<file path="src/rtl/msx_mouse_reader.sv">
// msx_mouse_reader: host-side reader for the MSX joystick-port mouse.
// Drives the port strobe, waits HOLD_CYC cycles per nibble, samples four
// bit-reversed nibbles and rebuilds signed X/Y deltas plus buttons.
// Optional feature macro: MSX_MOUSE_ACCUM_EN adds saturating position
// accumulators on pos_x/pos_y; when undefined they are tied to zero.
module msx_mouse_reader #(
   parameter int HOLD_CYC = 64,
   parameter int ACC_W    = 10
) (
   input  logic             clk_sys,
   input  logic             reset,
   input  logic             start,
   input  logic [5:0]       port_in,
   output logic             strobe,
   output logic             busy,
   output logic             valid,
   output logic [7:0]       dx,
   output logic [7:0]       dy,
   output logic [1:0]       btn,
   output logic [ACC_W-1:0] pos_x,
   output logic [ACC_W-1:0] pos_y
);

   localparam int CNT_W = (HOLD_CYC < 2) ? 1 : $clog2(HOLD_CYC + 1);

   typedef enum logic [2:0] {
      S_IDLE,
      S_TOG,
      S_WAIT,
      S_SAMP,
      S_DONE
   } state_t;

   state_t           state_q, state_d;
   logic             strobe_q, strobe_d;
   logic             busy_q, busy_d;
   logic             valid_q, valid_d;
   logic [7:0]       dx_q, dx_d;
   logic [7:0]       dy_q, dy_d;
   logic [1:0]       btn_q, btn_d;
   logic [1:0]       idx_q, idx_d;
   logic [CNT_W-1:0] cnt_q, cnt_d;
   logic [15:0]      nib_q, nib_d;
   logic [1:0]       btn_s_q, btn_s_d;

   // The mouse shifts each nibble out LSB-first relative to the byte order
   function automatic logic [3:0] rev4(input logic [3:0] v);
      return {v[0], v[1], v[2], v[3]};
   endfunction

   // Next-state logic for the frame sequencer and its registered outputs
   always_comb begin
      state_d  = state_q;
      strobe_d = strobe_q;
      busy_d   = busy_q;
      valid_d  = 1'b0;
      dx_d     = dx_q;
      dy_d     = dy_q;
      btn_d    = btn_q;
      idx_d    = idx_q;
      cnt_d    = cnt_q;
      nib_d    = nib_q;
      btn_s_d  = btn_s_q;
      case (state_q)
         S_IDLE: begin
            if (start) begin
               state_d = S_TOG;
               busy_d  = 1'b1;
               idx_d   = 2'd0;
            end
         end
         S_TOG: begin
            strobe_d = ~strobe_q;
            cnt_d    = CNT_W'(HOLD_CYC);
            state_d  = (HOLD_CYC == 0) ? S_SAMP : S_WAIT;
         end
         S_WAIT: begin
            cnt_d = cnt_q - CNT_W'(1);
            if (cnt_q <= CNT_W'(1)) begin
               state_d = S_SAMP;
            end
         end
         S_SAMP: begin
            nib_d[{idx_q, 2'b00} +: 4] = port_in[3:0];
            idx_d = idx_q + 2'd1;
            if (idx_q == 2'd3) begin
               // buttons are captured alongside the last nibble
               btn_s_d = ~port_in[5:4];
               state_d = S_DONE;
            end else begin
               state_d = S_TOG;
            end
         end
         S_DONE: begin
            dx_d    = {rev4(nib_q[3:0]),   rev4(nib_q[7:4])};
            dy_d    = {rev4(nib_q[11:8]),  rev4(nib_q[15:12])};
            btn_d   = btn_s_q;
            valid_d = 1'b1;
            busy_d  = 1'b0;
            state_d = S_IDLE;
         end
         default: state_d = S_IDLE;
      endcase
   end

   // Control and output registers; reset aborts any frame in progress
   always_ff @(posedge clk_sys) begin
      if (reset) begin
         state_q  <= S_IDLE;
         strobe_q <= 1'b0;
         busy_q   <= 1'b0;
         valid_q  <= 1'b0;
         dx_q     <= 8'd0;
         dy_q     <= 8'd0;
         btn_q    <= 2'd0;
         idx_q    <= 2'd0;
         cnt_q    <= '0;
      end else begin
         state_q  <= state_d;
         strobe_q <= strobe_d;
         busy_q   <= busy_d;
         valid_q  <= valid_d;
         dx_q     <= dx_d;
         dy_q     <= dy_d;
         btn_q    <= btn_d;
         idx_q    <= idx_d;
         cnt_q    <= cnt_d;
      end
   end

   // Nibble capture holding register; contents only matter once all four are in
   always_ff @(posedge clk_sys) begin
      nib_q   <= nib_d;
      btn_s_q <= btn_s_d;
   end

   assign strobe = strobe_q;
   assign busy   = busy_q;
   assign valid  = valid_q;
   assign dx     = dx_q;
   assign dy     = dy_q;
   assign btn    = btn_q;

`ifdef MSX_MOUSE_ACCUM_EN
   localparam logic signed [17:0] ACC_MAX = 18'((1 << (ACC_W - 1)) - 1);
   localparam logic signed [17:0] ACC_MIN = -ACC_MAX - 18'sd1;

   logic signed [ACC_W-1:0] pos_x_q, pos_x_d;
   logic signed [ACC_W-1:0] pos_y_q, pos_y_d;

   // Signed add clamped to the accumulator range instead of wrapping
   function automatic logic signed [ACC_W-1:0] sat_add(
      input logic signed [ACC_W-1:0] acc,
      input logic signed [7:0]       d
   );
      logic signed [17:0] sum;
      sum = 18'(acc) + 18'(d);
      if (sum > ACC_MAX) begin
         return ACC_W'(ACC_MAX);
      end else if (sum < ACC_MIN) begin
         return ACC_W'(ACC_MIN);
      end
      return ACC_W'(sum);
   endfunction

   // Accumulate the freshly assembled deltas on the edge that raises valid
   always_comb begin
      pos_x_d = pos_x_q;
      pos_y_d = pos_y_q;
      if (valid_d) begin
         pos_x_d = sat_add(pos_x_q, $signed(dx_d));
         pos_y_d = sat_add(pos_y_q, $signed(dy_d));
      end
   end

   // Position registers cleared with the rest of the reader
   always_ff @(posedge clk_sys) begin
      if (reset) begin
         pos_x_q <= '0;
         pos_y_q <= '0;
      end else begin
         pos_x_q <= pos_x_d;
         pos_y_q <= pos_y_d;
      end
   end

   assign pos_x = pos_x_q;
   assign pos_y = pos_y_q;
`else
   assign pos_x = '0;
   assign pos_y = '0;
`endif

endmodule

</file>
<file path="config.mk">
export PLATFORM = sky130hd
export DESIGN_NAME = msx_mouse_reader
export DESIGN_NICKNAME = d
export VERILOG_FILES = /design/src/rtl/msx_mouse_reader.sv
export SDC_FILE = /design/constraint.sdc
export NUM_CORES = 1
export LEC_CHECK = 0
export ABC_AREA = 1
export CORE_UTILIZATION = 62
export CTS_CLUSTER_DIAMETER = 100
export DETAILED_ROUTE_END_ITERATION = 8
export DONT_BUFFER_PORTS = 1
export HOLD_SLACK_MARGIN = 0.08
export PLACE_DENSITY = 0.83
export SYNTH_ARGS = -nofsm -noshare
export SYNTH_HDL_FRONTEND = slang
export SYNTH_SLANG_ARGS = --single-unit
export TNS_END_PERCENT = 30
</file>
<file path="constraint.sdc">
create_clock -name clk_sys -period 2.36 [get_ports clk_sys]
set_input_delay 0.118 -clock clk_sys [delete_from_list [all_inputs] [get_ports clk_sys]]
set_output_delay 0.118 -clock clk_sys [all_outputs]
set_load 0.01 [all_outputs]
</file>
Word-level counts from Yosys, hierarchy flattened. Cells that the tools add are included. Widths: inputs -> output; s select.

Flip-flop bits (word level): 51. Latch bits: 0. RAM bits: 0. Bits in read-only memories: 0. Input bits: 9. Output and inout port bits: 41. Word-level logic and storage cells: 45. Memories: 0.

$add $sub $neg: 3. Multiply operators: 0. Div/mod/pow operators: 0. $lt $le $gt $ge: 1. Eq/ne operators: 7. Shifts and indexed selects: 2. Multiplexer cells: 11. Bitwise gates (word level): 2. Reduce and logical (&&, ||, !) cells: 8.

Operators by type and width (count): $bwmux 16 (1); $shift 4x6->16 const A (1); $shiftx 4x6->16 (1); $pmux 7 s2 (1); $pmux 3 s4 (1); $mux 3 (3); $reduce_and 2->1 (4); $le 7x1->1 const B (1); $sub 7x1->7 const B (1); $eq 3x2->1 const B (2); $neg 4->6 (1); $reduce_bool 2->1 (3); $ne 2x2->1 const B (2); $pmux 2 s2 (1); $eq 3x1->1 const B (1); $eq 3x3->1 const B (1); $logic_not 3->1 (1); $add 2x1->2 const B (1); $eq 2x2->1 const B (1); $mux 1 (2); $mux 2 (1); $not 2->2 (1); $pmux 1 s2 (1); $not 1->1 (1).

Logic depth before layout (Yosys ltp). Gate-level depths: netlist of run 1.

Depth in word-level cells: 3. Gate-level depth with buffers: 8. Gate-level depth less buffers: 8.

Worst setup path after synthesis of run 1. Ideal clock, no wire load.

Kind: register to register. Start: register idx_q[0]. End: register nib_q[10], data pin. Library setup time: 0.270 ns. Arrival time: 1.397 ns. Slack: 0.693 ns. Cell stages (with the launch flop): 6. Buffers on the path: 1. Period minus slack after synthesis: 1.667 ns. Cells stage by stage: dfxtp_1 clkbuf_1 inv_1 ha_1 nand2_1 nor3_1.

Word-level cells in the longest chain between the ends: 3. Elaborated cells between the ends (all ways): 4. Classes of those cells: add/sub: 1; shift: 2; mux: 1.

Ends and longest elaborated chain: from (decl) (RTL line 41) `logic [1:0] idx_q, idx_d;`; from (signal assigned) (RTL line 126) `idx_q <= idx_d;`; $neg 4->6 (*) (RTL line 84) `nib_d[{idx_q, 2'b00} +: 4] = port_in[3:0];`; $shiftx 4x6->16 or $shift 4x6->16 (tied branches) (RTL line 84); $bwmux 16 (*) (RTL line 84); to (signal assigned) (RTL line 133) `nib_q <= nib_d;`; to (decl) (RTL line 43) `logic [15:0] nib_q, nib_d;`.

Every way passes the cells marked *; elsewhere a longest branch is shown, timed or not. A chain may end at the register's enable or synchronous reset.

Worst setup path after layout of run 1.
Start: register idx_q[0]. End: register nib_q[8], data pin.

The elaborated chain is that of the path after synthesis.

==> reports/metrics.csv, run 1 <==
stage,metric,value,unit
sta,Period minus WS final,1.55,ns
worst_setup_path,Setup crit end kind,flip-flop,
power_and_ir_drop,Worst VDD drop,0.550,mV
worst_setup_path,CP Max Fanout,18,
min_path,hold path depth,3,
synth,Syn Inst Count,263,
synth,Synth area leaders,"dfxtp_1 29%, edfxtp_1 24%, nor2_1 10%",
worst_setup_path,R2R depth,5,
flow_run,Max Cap Viol,0,
synth,YS warnings,0,
status,status,completed,
final_layout,Sequential Area,0.00120,mm^2
route,Vias/cell,4.89,
sta,Final setup viols,0,
route,Routed Wire Length,3700,um
global_route,initial antenna violation count,0,
floorplanning,num rows,21,
final_layout,Area Growth Syn to Fin,4.33,%
worst_setup_path,CP startpoint,idx_q[0],
clock_tree,CTS tree,done,
placed_design,Placed Area,0.00220,mm^2
worst_setup_path,kind of critical path,flip-flop to flip-flop,
clock_tree,H-tree Lvls,2,
clock_tree,Num CTS Buffers,5,
route,drt first pass iters,4,
synth,Mapped Avg Cell Area,8.57,um^2
placed_design,gp weighted congestion,0.910,
global_route,largest net degree at the start of global routing,25,
placed_design,hpwl dp,2570,um
sta,period utilisation layout,65.8,%
clock_tree,clock sinks,51,
worst_setup_path,reg2reg start,idx_q[0],
synth,synth cell count leaders,"63 x nor2_1, 33 x dfxtp_1, 28 x inv_1, 24 x nand2_1, 22 x o21ai_0",
synth,cell with the most instances after synthesis,nor2_1,
final_layout,cell area after layout,0.00235,mm^2
synth,Synth top area share,29.3,%
global_route,"Remaining Overflow, GRT",0,
floorplanning,I/O Pins,50,
power_and_ir_drop,Logic pwr share,15.1,%
sta,Post-Route Setup TNS,0,ns
sta,fin. max-slew vios,0,
synth,Netlist cell types,23,
synth,asr flop ratio synth,0,%
sta,Fin. Hold Viols,0,
worst_setup_path,CP cell instances,buf_4 > inv_1 > ha_1 > nand2_1 > nor3_1,
floorplanning,starting density of the core,66.0,%
route,DRC Markers,0,
power_and_ir_drop,Clk pwr share,25.2,%
final_layout,Diodes inserted,0,
clock_tree,cts hold-fix bufs,8,
worst_setup_path,Reg2Reg Setup Slack,0.81,ns
worst_setup_path,CP Launch Type,flip-flop,
route,via count,1559,
floorplanning,chip height,62.3,um
power_and_ir_drop,P per Cell Area,702,mW/mm^2
final_layout,Filler Cells Inserted,294,
worst_setup_path,critical path's largest stage delay,0.34,ns
placed_design,# port buffers,0,
global_route,first-pass GRT wire length,6330,um
route,initial detailed-routing violation count,85,
clock_tree,Max clock buf depth,2,
sta,RSZ-0062 raised after global routing,false,
clock_tree,"Clk pin slew, worst setup/hold paths",0.14,ns
final_layout,Multi-input gate area,822,um^2
floorplanning,total die area,0.00388,mm^2
worst_setup_path,worst r2r dst,nib_q[8],
route,WL/cell,11.6,um
sta,Slew @ Worst Pin,0.545,ns
clock_tree,CTS root buf,clkbuf_4,
worst_setup_path,CP Capture Point,nib_q[8],
clock_tree,postcts setup bufs,0,
power_and_ir_drop,sw frac,28.4,%
synth,most common flop cell mapped by yosys,dfxtp_1,
synth,cell taking the most area after synthesis,dfxtp_1,
power_and_ir_drop,Seq pwr share,59.6,%
clock_tree,worst skew pair latency,0.37,ns
floorplanning,Core Region,0.00342,mm^2
power_and_ir_drop,switching pwr,468,uW
sta,Slew headroom,63.6,%
sta,fmax,644,MHz
worst_setup_path,Required @ worst endpoint,2.48,ns
synth,"EDFF count, synth",18,
sta,skew final,0.00814,ns
synth,"flops & latches, synth",51,
final_layout,Total Nets Final,289,
power_and_ir_drop,P_int,1180,uW
worst_setup_path,"Slowest-stage cell, CP",dfxtp_1,
clock_tree,post-cts gate resize count,0,
route,ANT nets after route,0,
floorplanning,Die Wd,62.3,um
global_route,GR Util All Layers,21.1,%
final_layout,share of layout cells above drive strength 1,5.49,%
worst_setup_path,CP arrival,1.68,ns
global_route,vias in the first global route,1456,
power_and_ir_drop,leakage power,0.000963,uW
synth,sequential fraction of the synthesis area,53.3,%
synth,Syn Std Cell Area,0.00225,mm^2
min_path,Hold WC Path Type,primary input to flip-flop,
-- placed cells by master, fill, tap and decap left out --
| cell | instances |
|---|---|
| dlygate4sd3_1 | 8 |
| conb_1 | 20 |
| buf_4 | 2 |
| o21ai_0 | 22 |
| clkinv_4 | 1 |
| a21oi_1 | 9 |
| nand3_2 | 1 |
| edfxtp_1 | 18 |
| clkbuf_4 | 5 |
| nor2_1 | 63 |
| dfxtp_1 | 33 |
| o22ai_1 | 2 |
| o21bai_1 | 1 |
| nand3b_1 | 1 |
| nand2_1 | 24 |
| nor2_2 | 3 |
| inv_1 | 28 |
| nand3_1 | 8 |
| clkinvlp_4 | 1 |
| nor3_1 | 12 |
| inv_2 | 1 |
| xor2_1 | 1 |
| clkbuf_8 | 1 |
| ha_1 | 8 |
-- worst min-delay path by stage --
stage / start / end / slack [ns]
2_1_floorplan: port_in[4] / btn_s_q[0] / 0.25
3_3_place_gp: reset / state_q[1] / 0.19
3_5_place_dp: reset / state_q[1] / 0.19
4_1_cts: reset / cnt_q[5] / 0.20
5_1_grt: reset / cnt_q[5] / 0.24
6_report: reset / cnt_q[5] / 0.19
-- layer usage --
metal | wire (um) | part of all wire [%] | vias up | track usage, %
met3 | 239 | 6.5 | 9 | 6.07
met1 | 1610 | 44 | 681 | 23.9
met2 | 1790 | 48 | 53 | 37.1
li1 | - | - | 816 | -
met4 | 64 | 1.7 | 0 | 8.43
met5 | 0 | 0 | - | 0
-- through the flow --
step	hold WS [ns]	power (uW)	setup WS [ns]	instances	util, %
final	0.190	1650	0.808	319	68.9
after global routing	0.241	1730	0.646	319	68.9
after CTS	0.197	1650	0.835	319	68.9
after detailed placement	0.192	1230	0.843	303	64.5
after global placement	0.189	1230	0.903	303	64.5
after floorplan	0.249	1220	0.693	282	-
-- area by class of cell --
cell class / count / share of cell area (%)
Clock inverter: 2 / 0.691
Tap cell: 46 / 2.45
Timing Repair Buffer: 10 / 4.04
Clock buffer: 6 / 2.18
Inverter: 29 / 4.63
Multi-Input combinational cell: 175 / 34.9
Sequential cell: 51 / 51.1
-- kinds of logic after synthesis --
kind of cell / share of synthesized area, %
AND/OR/NAND/NOR: 20.5
buffers and inverters: 13.4
flip-flops: 53.3
AO/OA/AOI/OAI: 7.77
adder cells (fa/ha/maj): 4.44
XOR/XNOR: 0.389
other: 0.166
-- power groups by stage --
stage / clock network, uW / registers, uW / logic (uW)
floorplan: 0 / 997 / 220
global placement: 0 / 1000 / 225
detailed placement: 0 / 1000 / 230
CTS: 426 / 983 / 245
global route: 460 / 989 / 284
finish: 417 / 984 / 250
-- registers in the layout (all words and copies together), names as in the netlist --
signal,flops
idx_q,2
strobe,1
state_q,3
btn,2
dy,8
dx,8
btn_s_q,2
cnt_q,7
valid,1
busy,1
nib_q,16
-- worst max-delay path, delay by kind of cell (launching register included) --
family	cells	cell delay, ns
buffers and inverters	2	0.32
adder cells (fa/ha/maj)	1	0.34
flip-flops	1	0.34
AND/OR/NAND/NOR	2	0.32
Power figures use the tool's default switching activity.
==> run 2: changes to the inputs <==
CORE_UTILIZATION = 56   (was 62)
PLACE_DENSITY = 0.79   (was 0.83)
clock period = 1.3 ns   (was 2.36 ns; I/O delays follow)
==> run 2 against run 1 <==
- power up 110%
- hold slack improved by 0.26 ns
- non-clock buffer count is 14 higher
- clock-buffer cell count unchanged
- sequential share of layout area shrank 4.6 points
- global-route usage is 0.50 points lower
- first-iteration DRC count increased by 20%
- clock power grew to 2.9 times the previous value
- critical path depth unchanged
- setup slack worse by 0.77 ns
- final area grew 11%
- register-to-register slack got worse by 0.77 ns
==> reports/metrics.csv, run 2 (same netlist as run 1, synthesis figures left out) <==
stage,metric,value,unit
status,status,completed,
sta,Post-Route Setup TNS,0,ns
clock_tree,"Clk pin slew, worst setup/hold paths",0.09,ns
worst_setup_path,CP cell instances,inv_1 > nand2_2 > nor2_4 > inv_2 > nor2_2,
final_layout,share of layout cells above drive strength 1,18.5,%
sta,Final setup viols,0,
sta,fin. max-slew vios,0,
worst_setup_path,"Slowest-stage cell, CP",dfxtp_2,
flow_run,Max Cap Viol,0,
floorplanning,Die Wd,65.5,um
global_route,initial antenna violation count,0,
route,drt first pass iters,5,
floorplanning,total die area,0.00428,mm^2
route,WL/cell,12.1,um
floorplanning,I/O Pins,50,
floorplanning,Core Region,0.00377,mm^2
floorplanning,chip height,65.5,um
route,DRC Markers,0,
final_layout,max FFs per register,16,
worst_setup_path,CP Max Fanout,6,
global_route,vias in the first global route,1490,
sta,fmax,794,MHz
placed_design,dpl ws,-0.0138,ns
placed_design,gp weighted congestion,0.863,
final_layout,Diodes inserted,0,
route,Routed Wire Length,4050,um
floorplanning,num rows,22,
sta,final setup margin,0.0406,ns
final_layout,Area Growth Syn to Fin,15.5,%
clock_tree,worst skew pair latency,0.30,ns
global_route,GR Util All Layers,20.6,%
route,via count,1658,
clock_tree,Max clock buf depth,2,
sta,skew final,0.00428,ns
placed_design,Inst Count DP,316,
final_layout,"non-filler cells, final",335,
final_layout,"commonest non-fill, non-tap cell in the layout",nor2_1,
worst_setup_path,critical path's largest stage delay,0.35,ns
worst_setup_path,CP Launch Type,flip-flop,
placed_design,hpwl dp,2830,um
route,ANT nets after route,0,
global_route,"Remaining Overflow, GRT",0,
placed_design,# port buffers,0,
route,Vias/cell,4.95,
clock_tree,Num CTS Buffers,5,
floorplanning,starting density of the core,59.8,%
power_and_ir_drop,leakage power,0.00108,uW
sta,Fin. Hold Viols,0,
worst_setup_path,Required @ worst endpoint,1.29,ns
final_layout,"commonest cells after routing, fill and taps aside","56 x nor2_1, 28 x dfxtp_1, 25 x inv_1",
power_and_ir_drop,P per Cell Area,1360,mW/mm^2
global_route,first-pass GRT wire length,6490,um
final_layout,Total Nets Final,303,
worst_setup_path,Setup crit end kind,flip-flop,
clock_tree,CTS tree,done,
global_route,largest net degree at the start of global routing,24,
worst_setup_path,CP arrival,1.25,ns
power_and_ir_drop,Worst VDD drop,0.827,mV
route,initial detailed-routing violation count,102,
sta,Period minus WS final,1.26,ns
final_layout,Largest Register,nib_q,
sta,period utilisation layout,96.9,%
clock_tree,clock sinks,51,
clock_tree,H-tree Lvls,2,
worst_setup_path,kind of critical path,flip-flop to flip-flop,
min_path,Hold WC Path Type,primary input to flip-flop,
clock_tree,CTS root buf,clkbuf_8,
-- run 2: final cells by class --
type,instances,area (um^2)
clock buffer,6,93.8
clock inverter,2,37.5
fill,289,1170
inverter,29,109
multi-input combinational,175,890
sequential,51,1210
tap,48,60.1
timing repair buffer,24,204
-- run 2: through the flow --
stage / total power, uW / hold slack (ns) / util, % / area (um^2)
after detailed placement: 2300 / 0.138 / 61.3 / 2310
final: 3540 / 0.448 / 69.0 / 2600
after floorplan: 2220 / 0.196 / - / 2360
after global routing: 3730 / 0.441 / 69.0 / 2600
after CTS: 3520 / 0.430 / 67.3 / 2540
after global placement: 2280 / 0.136 / 61.3 / 2310
-- run 2: worst paths after layout --
| kind | endpoint | start | slack (ns) | depth (start not counted) |
|---|---|---|---|---|
| max | nib_q[11] | state_q[2] | 0.04 | 5 |
| min | btn_s_q[0] | port_in[4] | 0.45 | 2 |
| max reg2reg | nib_q[11] | state_q[2] | 0.04 | 5 |
| min reg2reg | cnt_q[3] | cnt_q[3] | 0.49 | 2 |
-- run 2: layer usage --
| metal | track usage (%) | vias up | share of wire [%] |
|---|---|---|---|
| met5 | 0 | - | 0 |
| met2 | 33.9 | 59 | 49 |
| met3 | 6.60 | 8 | 6.1 |
| met1 | 24.3 | 751 | 43 |
| li1 | - | 840 | - |
| met4 | 9.24 | 0 | 2.3 |
-- run 2: worst max-delay path, delay by kind of cell, from the launching register on --
family | cells | cell delay (ns)
AND/OR/NAND/NOR | 3 | 0.43
buffers and inverters | 2 | 0.17
flip-flops | 1 | 0.35
-- run 2: report_power, final --
part           total, uW  switching, uW  internal (uW)
clock network       1200            515            690
registers           1790           67.0           1720
logic                550            329            221
total               3540            911           2630
-- run 2: what timing repair did --
| item | 4_1_cts | 5_1_grt |
|---|---|---|
| setup endpoints to repair | 13 | 57 |
| endpoints found under the hold margin | 28 | 0 |
| setup buffers | 0 | 3 |
| resized for setup | 5 | 18 |
| pin swaps | 0 | 2 |
| hold buffers | 8 | 0 |
